===== config.mk =====
export PLATFORM = sky130hd
export DESIGN_NAME = snake_screen_sequencer
export DESIGN_NICKNAME = d
export VERILOG_FILES = /design/src/rtl/snake_screen_pkg.sv /design/src/rtl/snake_key_edge.sv /design/src/rtl/snake_screen_sequencer.sv
export SDC_FILE = /design/constraint.sdc
export NUM_CORES = 1
export LEC_CHECK = 0
export CORE_MARGIN = 4
export CORE_UTILIZATION = 57
export CTS_CLUSTER_DIAMETER = 80
export CTS_CLUSTER_SIZE = 10
export DETAILED_ROUTE_END_ITERATION = 6
export PLACE_DENSITY = 0.84
export SLEW_MARGIN = 20
export SYNTH_ARGS = -nofsm -noshare
export SYNTH_HDL_FRONTEND = slang
export SYNTH_SLANG_ARGS = --single-unit

===== constraint.sdc =====
create_clock -name CLK -period 4.2 [get_ports CLK]
set_input_delay 0.42 -clock CLK [delete_from_list [all_inputs] [get_ports CLK]]
set_output_delay 0.42 -clock CLK [all_outputs]
set_load 0.05 [all_outputs]

===== src/rtl/snake_screen_pkg.sv =====
// Shared definitions for the snake screen sequencer.
// Holds the scheduler state encoding, the Screen_Sel codes used by the
// per-screen VGA modules, and a helper that sizes the shared frame counter.
package snake_screen_pkg;

    typedef enum logic [2:0] {
        ST_READY     = 3'd0,
        ST_COUNTDOWN = 3'd1,
        ST_PLAY      = 3'd2,
        ST_PAUSE     = 3'd3,
        ST_OVER      = 3'd4
    } state_t;

    localparam logic [1:0] SCR_READY = 2'd0;
    localparam logic [1:0] SCR_COUNT = 2'd1;
    localparam logic [1:0] SCR_PLAY  = 2'd2;
    localparam logic [1:0] SCR_OVER  = 2'd3;

    function automatic int max3(input int a, input int b, input int c);
        int m;
        m = (a > b) ? a : b;
        return (m > c) ? m : c;
    endfunction

endpackage


===== src/rtl/snake_key_edge.sv =====
// Rising-edge detector for a debounced key level.
// Ports:
//   clk  - system clock
//   rst  - synchronous active-high reset
//   key  - debounced key level
//   rise - high for the cycle in which key is 1 and was 0 on the previous cycle
// The previous-value register resets to 1 so a key held through reset does
// not produce a spurious edge when reset releases.
module snake_key_edge (
    input  logic clk,
    input  logic rst,
    input  logic key,
    output logic rise
);

    logic prev;

    always_ff @(posedge clk) begin
        if (rst) prev <= 1'b1;
        else     prev <= key;
    end

    // Combinational compare so the FSM reacts in the same clock the key is sampled.
    assign rise = key & ~prev;

endmodule


===== src/rtl/snake_screen_sequencer.sv =====
// Screen scheduler for the snake VGA game.
// Sequences READY -> COUNTDOWN -> PLAY <-> PAUSE -> OVER -> READY and drives
// the enables/selects consumed by the per-screen VGA control modules.
// All timing is counted in frames using Frame_Tick.
// Ports:
//   CLK, RST     - pixel clock, synchronous active-high reset
//   Frame_Tick   - one-cycle pulse per frame
//   Start_Key    - debounced start key level
//   Pause_Key    - debounced pause key level
//   Game_Over    - one-cycle pulse from game logic
//   Screen_Sel   - 0 READY, 1 COUNTDOWN, 2 PLAY/PAUSE, 3 OVER
//   Ready_En     - blinking ready-banner enable
//   Count_En     - countdown digit visible
//   Count_Digit  - countdown digit to render
//   Game_Run     - game logic may advance
//   Over_En      - game-over banner enable
module snake_screen_sequencer
    import snake_screen_pkg::*;
#(
    parameter int BLINK_FRAMES     = 30,
    parameter int COUNT_FRAMES     = 60,
    parameter int COUNT_START      = 3,
    parameter int OVER_HOLD_FRAMES = 120
) (
    input  logic       CLK,
    input  logic       RST,
    input  logic       Frame_Tick,
    input  logic       Start_Key,
    input  logic       Pause_Key,
    input  logic       Game_Over,
    output logic [1:0] Screen_Sel,
    output logic       Ready_En,
    output logic       Count_En,
    output logic [1:0] Count_Digit,
    output logic       Game_Run,
    output logic       Over_En
);

    localparam int CW = $clog2(max3(BLINK_FRAMES, COUNT_FRAMES, OVER_HOLD_FRAMES)) + 1;
    localparam logic [CW-1:0] BLINK_LAST = CW'(BLINK_FRAMES - 1);
    localparam logic [CW-1:0] COUNT_LAST = CW'(COUNT_FRAMES - 1);
    localparam logic [CW-1:0] OVER_LAST  = CW'(OVER_HOLD_FRAMES - 1);
    localparam logic [1:0]    DIGIT_FIRST = 2'(COUNT_START);

    logic start_rise, pause_rise;

    snake_key_edge u_start_edge (.clk(CLK), .rst(RST), .key(Start_Key), .rise(start_rise));
    snake_key_edge u_pause_edge (.clk(CLK), .rst(RST), .key(Pause_Key), .rise(pause_rise));

    state_t        state, state_nx;
    logic [CW-1:0] cnt, cnt_nx;
    logic          blink, blink_nx;
    logic [1:0]    digit, digit_nx;
    logic [1:0]    sel_nx;

    always_ff @(posedge CLK) begin
        if (RST) begin
            state       <= ST_READY;
            cnt         <= '0;
            blink       <= 1'b1;
            digit       <= 2'd0;
            Screen_Sel  <= SCR_READY;
            Ready_En    <= 1'b1;
            Count_En    <= 1'b0;
            Count_Digit <= 2'd0;
            Game_Run    <= 1'b0;
            Over_En     <= 1'b0;
        end else begin
            state       <= state_nx;
            cnt         <= cnt_nx;
            blink       <= blink_nx;
            digit       <= digit_nx;
            // Outputs are registered from the next-state values so they
            // update on the same edge as the state itself.
            Screen_Sel  <= sel_nx;
            Ready_En    <= (state_nx == ST_READY) & blink_nx;
            Count_En    <= (state_nx == ST_COUNTDOWN);
            Count_Digit <= digit_nx;
            Game_Run    <= (state_nx == ST_PLAY);
            Over_En     <= (state_nx == ST_OVER);
        end
    end

    always_comb begin
        state_nx = state;
        cnt_nx   = cnt;
        blink_nx = blink;
        digit_nx = digit;
        case (state)
            ST_READY: begin
                // A start edge wins over a coincident tick; that tick is dropped.
                if (start_rise) begin
                    state_nx = ST_COUNTDOWN;
                    cnt_nx   = '0;
                    digit_nx = DIGIT_FIRST;
                end else if (Frame_Tick) begin
                    if (cnt == BLINK_LAST) begin
                        blink_nx = ~blink;
                        cnt_nx   = '0;
                    end else begin
                        cnt_nx = cnt + 1'b1;
                    end
                end
            end
            ST_COUNTDOWN: begin
                if (Frame_Tick) begin
                    if (cnt == COUNT_LAST) begin
                        cnt_nx = '0;
                        if (digit == 2'd1) begin
                            state_nx = ST_PLAY;
                            digit_nx = 2'd0;
                        end else begin
                            digit_nx = digit - 2'd1;
                        end
                    end else begin
                        cnt_nx = cnt + 1'b1;
                    end
                end
            end
            ST_PLAY: begin
                // Game_Over has priority over a simultaneous pause edge.
                if (Game_Over) begin
                    state_nx = ST_OVER;
                    cnt_nx   = '0;
                end else if (pause_rise) begin
                    state_nx = ST_PAUSE;
                    cnt_nx   = '0;
                end
            end
            ST_PAUSE: begin
                if (Game_Over) begin
                    state_nx = ST_OVER;
                    cnt_nx   = '0;
                end else if (pause_rise) begin
                    state_nx = ST_PLAY;
                    cnt_nx   = '0;
                end
            end
            ST_OVER: begin
                if (Frame_Tick) begin
                    if (cnt == OVER_LAST) begin
                        state_nx = ST_READY;
                        cnt_nx   = '0;
                        blink_nx = 1'b1;
                    end else begin
                        cnt_nx = cnt + 1'b1;
                    end
                end
            end
            default: begin
                state_nx = ST_READY;
                cnt_nx   = '0;
                blink_nx = 1'b1;
                digit_nx = 2'd0;
            end
        endcase

        case (state_nx)
            ST_COUNTDOWN:      sel_nx = SCR_COUNT;
            ST_PLAY, ST_PAUSE: sel_nx = SCR_PLAY;
            ST_OVER:           sel_nx = SCR_OVER;
            default:           sel_nx = SCR_READY;
        endcase
    end

endmodule

After elaboration in Yosys (flattened, before gate mapping)
Cells that the tools add are included.
Widths: inputs -> output; s select.

operators by class
  add/subtract/negate cells = 2
  equal/unequal tests = 18
  multiplexer cells = 33
  bitwise logic cells = 7
  reductions and logical operators = 8

operators by type and width
  operator             number
  $mux 8               9
  $pmux 8 s4           1
  $mux 3               10
  $pmux 3 s5           1
  $eq 3x2->1 const B   4
  $pmux 2 s3           2
  $add 8x1->8 const B  1
  $eq 8x5->1 const B   1
  $eq 8x6->1 const B   1
  $eq 8x7->1 const B   1
  $mux 2               4
  $ne 2x2->1 const B   4
  $reduce_and 4->1     2
  $eq 3x1->1 const B   2
  $eq 3x3->1 const B   2
  $logic_not 3->1      2
  $reduce_or 3->1      2
  $mux 1               5
  $not 1->1            4
  $reduce_or 2->1      2
  $and 1x1->1          3
  $ne 3x1->1 const B   1
  $ne 3x3->1 const B   1
  $pmux 1 s3           1
  2 further kinds      2

word-level totals
  bits in registers = 22
  output and inout bits = 8
  word-level logic and storage cells = 79

Logic depth before layout (Yosys ltp)
Gate-level depths: netlist (run 1).

  depth after elaboration = 8
  mapped depth = 7
  depth with buffers taken out = 7

By module
A second synthesis (run 1) with hierarchy kept.

unflattened totals
  cells, all modules = 139
  area total of the unflattened synthesis = 1228.7 um2

by module, submodules not included
  module                  instances  cells each  area each (um2)  sequential area each (um2)
  snake_screen_sequencer  1          133         1163.6           400.4
  snake_key_edge          2          3           32.5             20.0

Least setup slack after synthesis (run 1)
No wires, ideal clock.

  kind = register to register
  start point = register cnt[0]
  end point = register Screen_Sel[0]
  data arrival time = 1604 ps
  path slack = 2482 ps
  cell stages (with the launch flop) = 7
  path buffers = 0
  clock period less this slack = 1718 ps
  cell sequence = dfxtp_1 -> ha_1 -> inv_1 -> nor4_1 -> a21o_1 -> a21oi_1 -> o21ba_1

on the way
  word-level cells in the longest chain between the ends = 7
  elaborated cells between the ends (all ways) = 13

ends and longest elaborated chain
  item                                             RTL line                                                      RTL
  start, declared                                  snake_screen_sequencer.sv:51                                  logic [CW-1:0] cnt, cnt_nx;
  start signal, assigned                           snake_screen_sequencer.sv:70                                  cnt <= cnt_nx;
  $eq 8x7->1 / $eq 8x6->1 (equally long branches)  snake_screen_sequencer.sv:141, snake_screen_sequencer.sv:107
  $mux 3, on equally long branches                 snake_screen_sequencer.sv:141, snake_screen_sequencer.sv:107
  $mux 3, on equally long branches                 snake_screen_sequencer.sv:140, snake_screen_sequencer.sv:106
  $pmux 3 s5 (*)                                   snake_screen_sequencer.sv:89                                  case (state)
  $eq 3x2->1                                       snake_screen_sequencer.sv:158                                 case (state_nx)
  $reduce_or 2->1                                  snake_screen_sequencer.sv:158
  $pmux 2 s3 (*)                                   snake_screen_sequencer.sv:158
  end signal, assigned                             snake_screen_sequencer.sv:75                                  Screen_Sel <= sel_nx;
  end, declared                                    snake_screen_sequencer.sv:31                                  output logic [1:0] Screen_Sel,

Every way passes the cells marked *; elsewhere a longest branch is shown, timed or not.
A chain may end at the register's enable or synchronous reset.

Worst setup path in the final report (run 1)
Same ends and word-level chain as after synthesis.

==> impl_results.md, run 1 <==
* Status: finished, final reports clean
* Cell taking the most area after synthesis: dfxtp_1
* Final setup vio count at 0
* # nets final at 152
* # H-tree levels at 1
* FF-to-FF setup slack at 2130 ps
* Final min period at 2069 ps
* Net Count, Synth at 137
* Final wirelength at 2.417 mm
* Diodes inserted at 0
* Crit path from: cnt[0]
* Cells after synthesis at 128
* Syn Area/Cell at 8.866 um^2
* Clock Pin Slew Worst Setup and Hold Paths at 120 ps
* MaxCap Viol Count at 0
* Nature of the critical path endpoint: flip-flop
* CTS tree: yes
* RSZ-0062 raised after global routing: no
* Initial antenna violation count at 0
* Sw frac at 23.36%
* Combinational power share at 11.3%
* Die area at 2769 um^2
* Die width at 52.62 um
* Worst setup SP type: flip-flop
* Inserted Clock Buffers at 3
* Register-to-Register Path Depth at 6
* Pwr Density at 328.2 nW/um^2
* Post-synthesis cell area at 1135 um^2
* Pint at 0.0003317 W
* Post-synth top cells: dfxtp_1, nor2_1, nand2_1
* Post-route DRC at 0
* Clk pwr share at 37.7%
* Via count at 991
* CTS resizes at 0
* Post CTS Setup Buffer Count at 0
* Register bit total from synthesis at 22
* Hold endpoint: digit[0]
* Area of the multi-input gates at 634.4 um^2
* Kind of critical path: flip-flop to flip-flop
* Clock skew at 1.109 ps
* Clk_lat worst skew at 310 ps
* Fill count at 145
* Clock sinks at 22
* Routed wire per std cell at 14.47 um
* Vias in the first global route at 913
* Layout cell share with drive strength beyond 1 at 11.27%
* Die Span Y at 52.62 um
* Ys Warns at 0
* Post-DP HPWL at 1.737 mm
* Antenna viol nets, final at 0
* Starting Density at 62.99%
* CP arrival at 2290 ps
* Worst ir drop on vdd at 0.2653 mV
* IO buf count at 13
* Hold Buf Count CTS at 0
* Ys async rst share at 0%
* Slew Viols, Final at 0
* CTS Buffer Depth at 2
* Synth area leaders: dfxtp_1, xnor2_1, nor2_1, nand3_1, ha_1
* GR Overflow Total at 0
* Max Clock Freq at 483.3 MHz
* Worst reg2reg endpoint: Screen_Sel[0]
* Setup TNS at 0 ps
* Final hold vios at 0
* Hold Crit Class: flip-flop to flip-flop
* IO Count at 14
* Total power draw at 0.0004328 W
* Share of power burned in registers at 51.0%
* Headroom to the max-slew limit at 45.01%
* Share of Yosys cell area claimed by the top area cell type at 38.81%
* Hold Worst Slack at 512.2 ps
* Largest net degree at the start of global routing at 15
* Initial DRC Count at 22
* R2r startpoint: cnt[0]
* Synth Flop Type: dfxtp_1
* Hold path startpoint: digit[0]
* Netlist cell types at 39
* Worst-margin pin slew at 824.9 ps
* Clk root buf: clkbuf_4
* Switching pwr at 0.0001011 W
* Core Rows at 15
* Drt via density at 5.934
* Reg area at 440.4 um^2
* Count leader, synth: dfxtp_1
* Min-Delay Path Depth at 2
* DR pass1 iterations at 4
* Gp weighted congestion at 0.8709
* Leak at 0.4957 nW
* Final Cycle Share at 49.26%
* GRT Util Overall at 20.72%
* Crit-path max FO at 7
* Number of synthesized flops with an enable pin at 0
* Register area share after synthesis at 38.81%
* Global-route wire length before repair at 4.202 mm
* Core area at 1802 um^2
* Crit path required time at 4430 ps
* Area growth, synth to finish at 16.21%
layout make-up:
class                      instances  area share (%)
clock buffer                       3           1.708
clock inverter                     1           2.277
inverter                           8           2.277
multi-input combinational         95           48.10
sequential                        22           33.40
tap                               25           2.372
timing repair buffer              13           9.867
kinds of logic after synthesis:
| logic type | count (synthesis) | synth area share (%) |
|---|---|---|
| compound gates | 28 | 18.63 |
| buf+inv | 11 | 5.292 |
| simple gates | 56 | 27.68 |
| fa+ha+maj | 3 | 3.308 |
| flops | 22 | 38.81 |
| mux | 1 | 0.8821 |
| xor+xnor | 7 | 5.403 |
metal layers:
| layer | global-route usage (%) | part of all wire [%] |
|---|---|---|
| met5 | 0 | 0 |
| met4 | 11.91 | 2.0 |
| met3 | 4.274 | 5.3 |
| met2 | 31.20 | 46 |
| met1 | 27.04 | 47 |
worst max path at each step:
stage	end	cells past startpoint
floorplan	Screen_Sel[0]	6
CTS	Screen_Sel[0]	6
global route	Screen_Sel[0]	6
global placement	cnt[3]	6
detailed placement	cnt[2]	5
finish	Screen_Sel[0]	6
registers in the layout (all words and copies together), names as in the netlist:
register and count:
state 3, Game_Run 1, Screen_Sel 2, Count_En 1, Ready_En 1, u_start_edge.prev 1
blink 1, Over_En 1, cnt 8, u_pause_edge.prev 1, digit 2
power by group through the flow:
stage                     registers (W)  logic (W)  clock network, W
after global routing           0.000222  0.0000534          0.000178
final                          0.000221  0.0000490          0.000163
after CTS                      0.000221  0.0000490          0.000167
after detailed placement       0.000225  0.0000485                 0
after global placement         0.000225  0.0000473                 0
after floorplan                0.000232  0.0000274                 0
placed cells by master (no fill, tap or decap), types with 2 or more instances in the layout:
cell / count
a21oi_1: 7
inv_1: 8
or3_1: 2
or4_1: 2
nor3_1: 4
o31ai_1: 2
ha_1: 3
clkdlybuf4s50_1: 13
o21ai_0: 4
nor2_1: 13
or2_2: 3
a31oi_1: 3
clkbuf_4: 3
nand2_1: 10
xnor2_1: 7
a21o_1: 3
nand3_1: 9
dfxtp_1: 22
nor4_1: 3
metrics by stage:
stage / setup slack [ps] / utilization (%) / std cells / instance area [um^2]
after floorplan: 2482 / - / 128 / 1135
after global routing: 1967 / 73.19 / 167 / 1319
after detailed placement: 1892 / 70.28 / 163 / 1266
after CTS: 2154 / 73.19 / 167 / 1319
after global placement: 1985 / 70.28 / 163 / 1266
final: 2131 / 73.19 / 167 / 1319
worst max-delay path, cell delays in order, from the launching register on:
cell and delay, ps:
dfxtp_1 450, ha_1 260, inv_1 100, nor4_1 580, a21o_1 280, a21oi_1 110, o21ba_1 210
Power figures use the tool's default switching activity.
==> run 2, diff against run 1 <==
--- a/config.mk
+++ b/config.mk
@@ -6,11 +6,11 @@
 export NUM_CORES = 1
 export LEC_CHECK = 0
 export CORE_MARGIN = 4
-export CORE_UTILIZATION = 57
+export CORE_UTILIZATION = 48
 export CTS_CLUSTER_DIAMETER = 80
 export CTS_CLUSTER_SIZE = 10
 export DETAILED_ROUTE_END_ITERATION = 6
-export PLACE_DENSITY = 0.84
+export PLACE_DENSITY = 0.75
 export SLEW_MARGIN = 20
 export SYNTH_ARGS = -nofsm -noshare
 export SYNTH_HDL_FRONTEND = slang
==> constraint.sdc (replaced) <==
create_clock -name CLK -period 1.9 [get_ports CLK]
set_input_delay 0.19 -clock CLK [delete_from_list [all_inputs] [get_ports CLK]]
set_output_delay 0.19 -clock CLK [all_outputs]
set_load 0.05 [all_outputs]
==> run 2 against run 1 <==
Compared with the run above:
- flip-flop and latch count unchanged
- total power is 120% higher
- global-route usage fell by 4.1 points
- count of clock-buffer cells in the layout is the same
- critical endpoint is now cnt[6]
- sequential share of layout area is 2.1 points lower
- final area rose by 7.4%
==> impl_results.md, run 2 (same netlist as run 1, synthesis figures left out) <==
* Status: finished, final reports clean (unchanged)
* Leading cell types in the layout, fill and taps excluded: dfxtp_1, nor2_1, clkdlybuf4s50_1 (unchanged)
* R2r startpoint: state[0] (was cnt[0])
* DR top layer: met4 (unchanged)
* Setup TNS at 0 ps (unchanged)
* RSZ-0062 raised after global routing: no (unchanged)
* Nature of the critical path endpoint: flip-flop (unchanged)
* Post CTS Setup Buffer Count at 0 (unchanged)
* Total power draw at 0.0009718 W (was 0.0004328 W)
* Final Cycle Share at 94.56% (was 49.26%)
* Initial antenna violation count at 0 (unchanged)
* Leak at 0.5413 nW (was 0.4957 nW)
* Routed wire per std cell at 13.80 um (was 14.47 um)
* Final hold vios at 0 (unchanged)
* Pwr Density at 686.1 nW/um^2 (was 328.2 nW/um^2)
* Headroom to the max-slew limit at 66.46% (was 45.01%)
* Crit path required time at 2120 ps (was 4430 ps)
* Die area at 3206 um^2 (was 2769 um^2)
* FF-to-FF setup slack at 100 ps (was 2130 ps)
* Crit-path max FO at 10 (was 7)
* # H-tree levels at 1 (unchanged)
* CP arrival at 2020 ps (was 2290 ps)
* Register with the most flip-flops: cnt (unchanged)
* Clock skew at 2.454 ps (was 1.109 ps)
* Post-route DRC at 0 (unchanged)
* Starting Density at 50.81% (was 62.99%)
* Final worst setup slack at 103.4 ps (was 2131 ps)
* Reg area at 442.9 um^2 (was 440.4 um^2)
* Register-to-Register Path Depth at 5 (was 6)
* Kind of critical path: flip-flop to flip-flop (unchanged)
* Initial DRC Count at 15 (was 22)
* GR Overflow Total at 0 (unchanged)
* Worst-margin pin slew at 501.5 ps (was 824.9 ps)
* Via count at 1013 (was 991)
* Met3 wire len at 103 um (was 129 um)
* Commonest non-fill, non-tap cell in the layout: dfxtp_1 (unchanged)
* Slew Viols, Final at 0 (unchanged)
* IO Count at 14 (unchanged)
* Regs by FF count: cnt (8), state (3) (unchanged)
* Area of the multi-input gates at 658.1 um^2 (was 634.4 um^2)
* IO buf count at 13 (unchanged)
* Inserted Clock Buffers at 3 (unchanged)
* Worst reg2reg endpoint: cnt[6] (was Screen_Sel[0])
* Placed Area at 1338 um^2 (was 1266 um^2)
* Post-DP HPWL at 1.806 mm (was 1.737 mm)
* Clock Pin Slew Worst Setup and Hold Paths at 130 ps (was 120 ps)
* Largest net degree at the start of global routing at 14 (was 15)
* Clk root buf: clkbuf_4 (unchanged)
* Gp weighted congestion at 0.8061 (was 0.8709)
* Final min period at 1797 ps (was 2069 ps)
* Core Rows at 17 (was 15)
* Core Util, Final at 63.42% (was 73.19%)
* Wire length on met2 at 1.157 mm (was 1.104 mm)
* Final wirelength at 2.471 mm (was 2.417 mm)
* GRT Util Overall at 16.58% (was 20.72%)
* Layout cell share with drive strength beyond 1 at 19.21% (was 11.27%)
* Hold path startpoint: Pause_Key (was digit[0])
* Final setup vio count at 0 (unchanged)
* Die width at 56.63 um (was 52.62 um)
* CTS resizes at 0 (unchanged)
* Worst setup SP type: flip-flop (unchanged)
* CTS tree: yes (unchanged)
* CTS Buffer Depth at 2 (unchanged)
* Area growth, synth to finish at 24.81% (was 16.21%)
* Global-route wire length before repair at 4.264 mm (was 4.202 mm)
* Fin area at 1416 um^2 (was 1319 um^2)
* MaxCap Viol Count at 0 (unchanged)
* Vias in the first global route at 979 (was 913)
* Antenna viol nets, final at 0 (unchanged)
* Metal-1 WL at 1.146 mm (was 1.134 mm)
* Hold endpoint: u_pause_edge.prev (was digit[0])
* Diodes inserted at 0 (unchanged)
* Largest register FFs at 8 (unchanged)
* Max Clock Freq at 556.6 MHz (was 483.3 MHz)
* Fill count at 196 (was 145)
* Hold Buf Count CTS at 0 (unchanged)
* DR pass1 iterations at 4 (unchanged)
* Clk_lat worst skew at 310 ps (about the same)
* Min-Delay Path Depth at 2 (unchanged)
* Drt via density at 5.659 (was 5.934)
* Clock sinks at 22 (unchanged)
* Dpl ws at -56.15 ps (was 1892 ps)
* # nets final at 161 (was 152)
* Worst ir drop on vdd at 0.4290 mV (was 0.2653 mV)
* Die Span Y at 56.63 um (was 52.62 um)
* Hold Crit Class: input port to flip-flop (was flip-flop to flip-flop)
* Core area at 2233 um^2 (was 1802 um^2)
## run 2: final cells by class
class                   instances  area share, %
multi-input cells              95          46.47
flip-flops and latches         22          31.27
repair buffers                 22          13.96
well taps                      28          2.473
clock inverters                 1          2.120
inverters                       8          2.120
clock buffers                   3          1.590
## run 2: per-stage QoR
step,std cells,hold slack (ps)
global placement,175,477.3
floorplan,128,296.6
global route,179,441.6
detailed placement,175,493.5
finish,179,450.4
CTS,179,447.5
## run 2: how the worst max path moves through the flow
stage,startpoint,endpoint,slack [ps],cells past startpoint
finish,state[0],cnt[6],100,5
CTS,cnt[0],cnt[1],50,7
global placement,Frame_Tick,Ready_En,-50,6
detailed placement,Game_Over,cnt[3],-60,6
floorplan,cnt[0],Screen_Sel[0],180,6
global route,state[0],cnt[0],30,5
## run 2: worst max-delay path: stages (launching register included)
cell and delay, ps:
dfxtp_1 450, or4_1 440, o32a_1 360, a21o_1 210, o21ai_4 160, nor2_1 70
## run 2: report_power, final
| part | internal (W) | total [W] | switching, W |
|---|---|---|---|
| sequential | 0.000475 | 0.000489 | 0.0000141 |
| combinational | 0.0000522 | 0.000116 | 0.0000638 |
| clock | 0.000213 | 0.000367 | 0.000153 |
| total | 0.000741 | 0.000972 | 0.000231 |
## run 2: layer usage
layer / track usage [%] / up-vias
li1: - / 507
met1: 20.76 / 477
met2: 26.57 / 22
met3: 2.529 / 7
met4: 9.831 / 0
met5: 0 / -
==> run 3, diff against run 2 <==
--- a/config.mk
+++ b/config.mk
@@ -8,7 +8,6 @@
 export CORE_MARGIN = 4
 export CORE_UTILIZATION = 48
 export CTS_CLUSTER_DIAMETER = 80
-export CTS_CLUSTER_SIZE = 10
 export DETAILED_ROUTE_END_ITERATION = 6
 export PLACE_DENSITY = 0.75
 export SLEW_MARGIN = 20
==> results of run 3 <==
Final layout, timing and power as in run 2 (identical DEF).
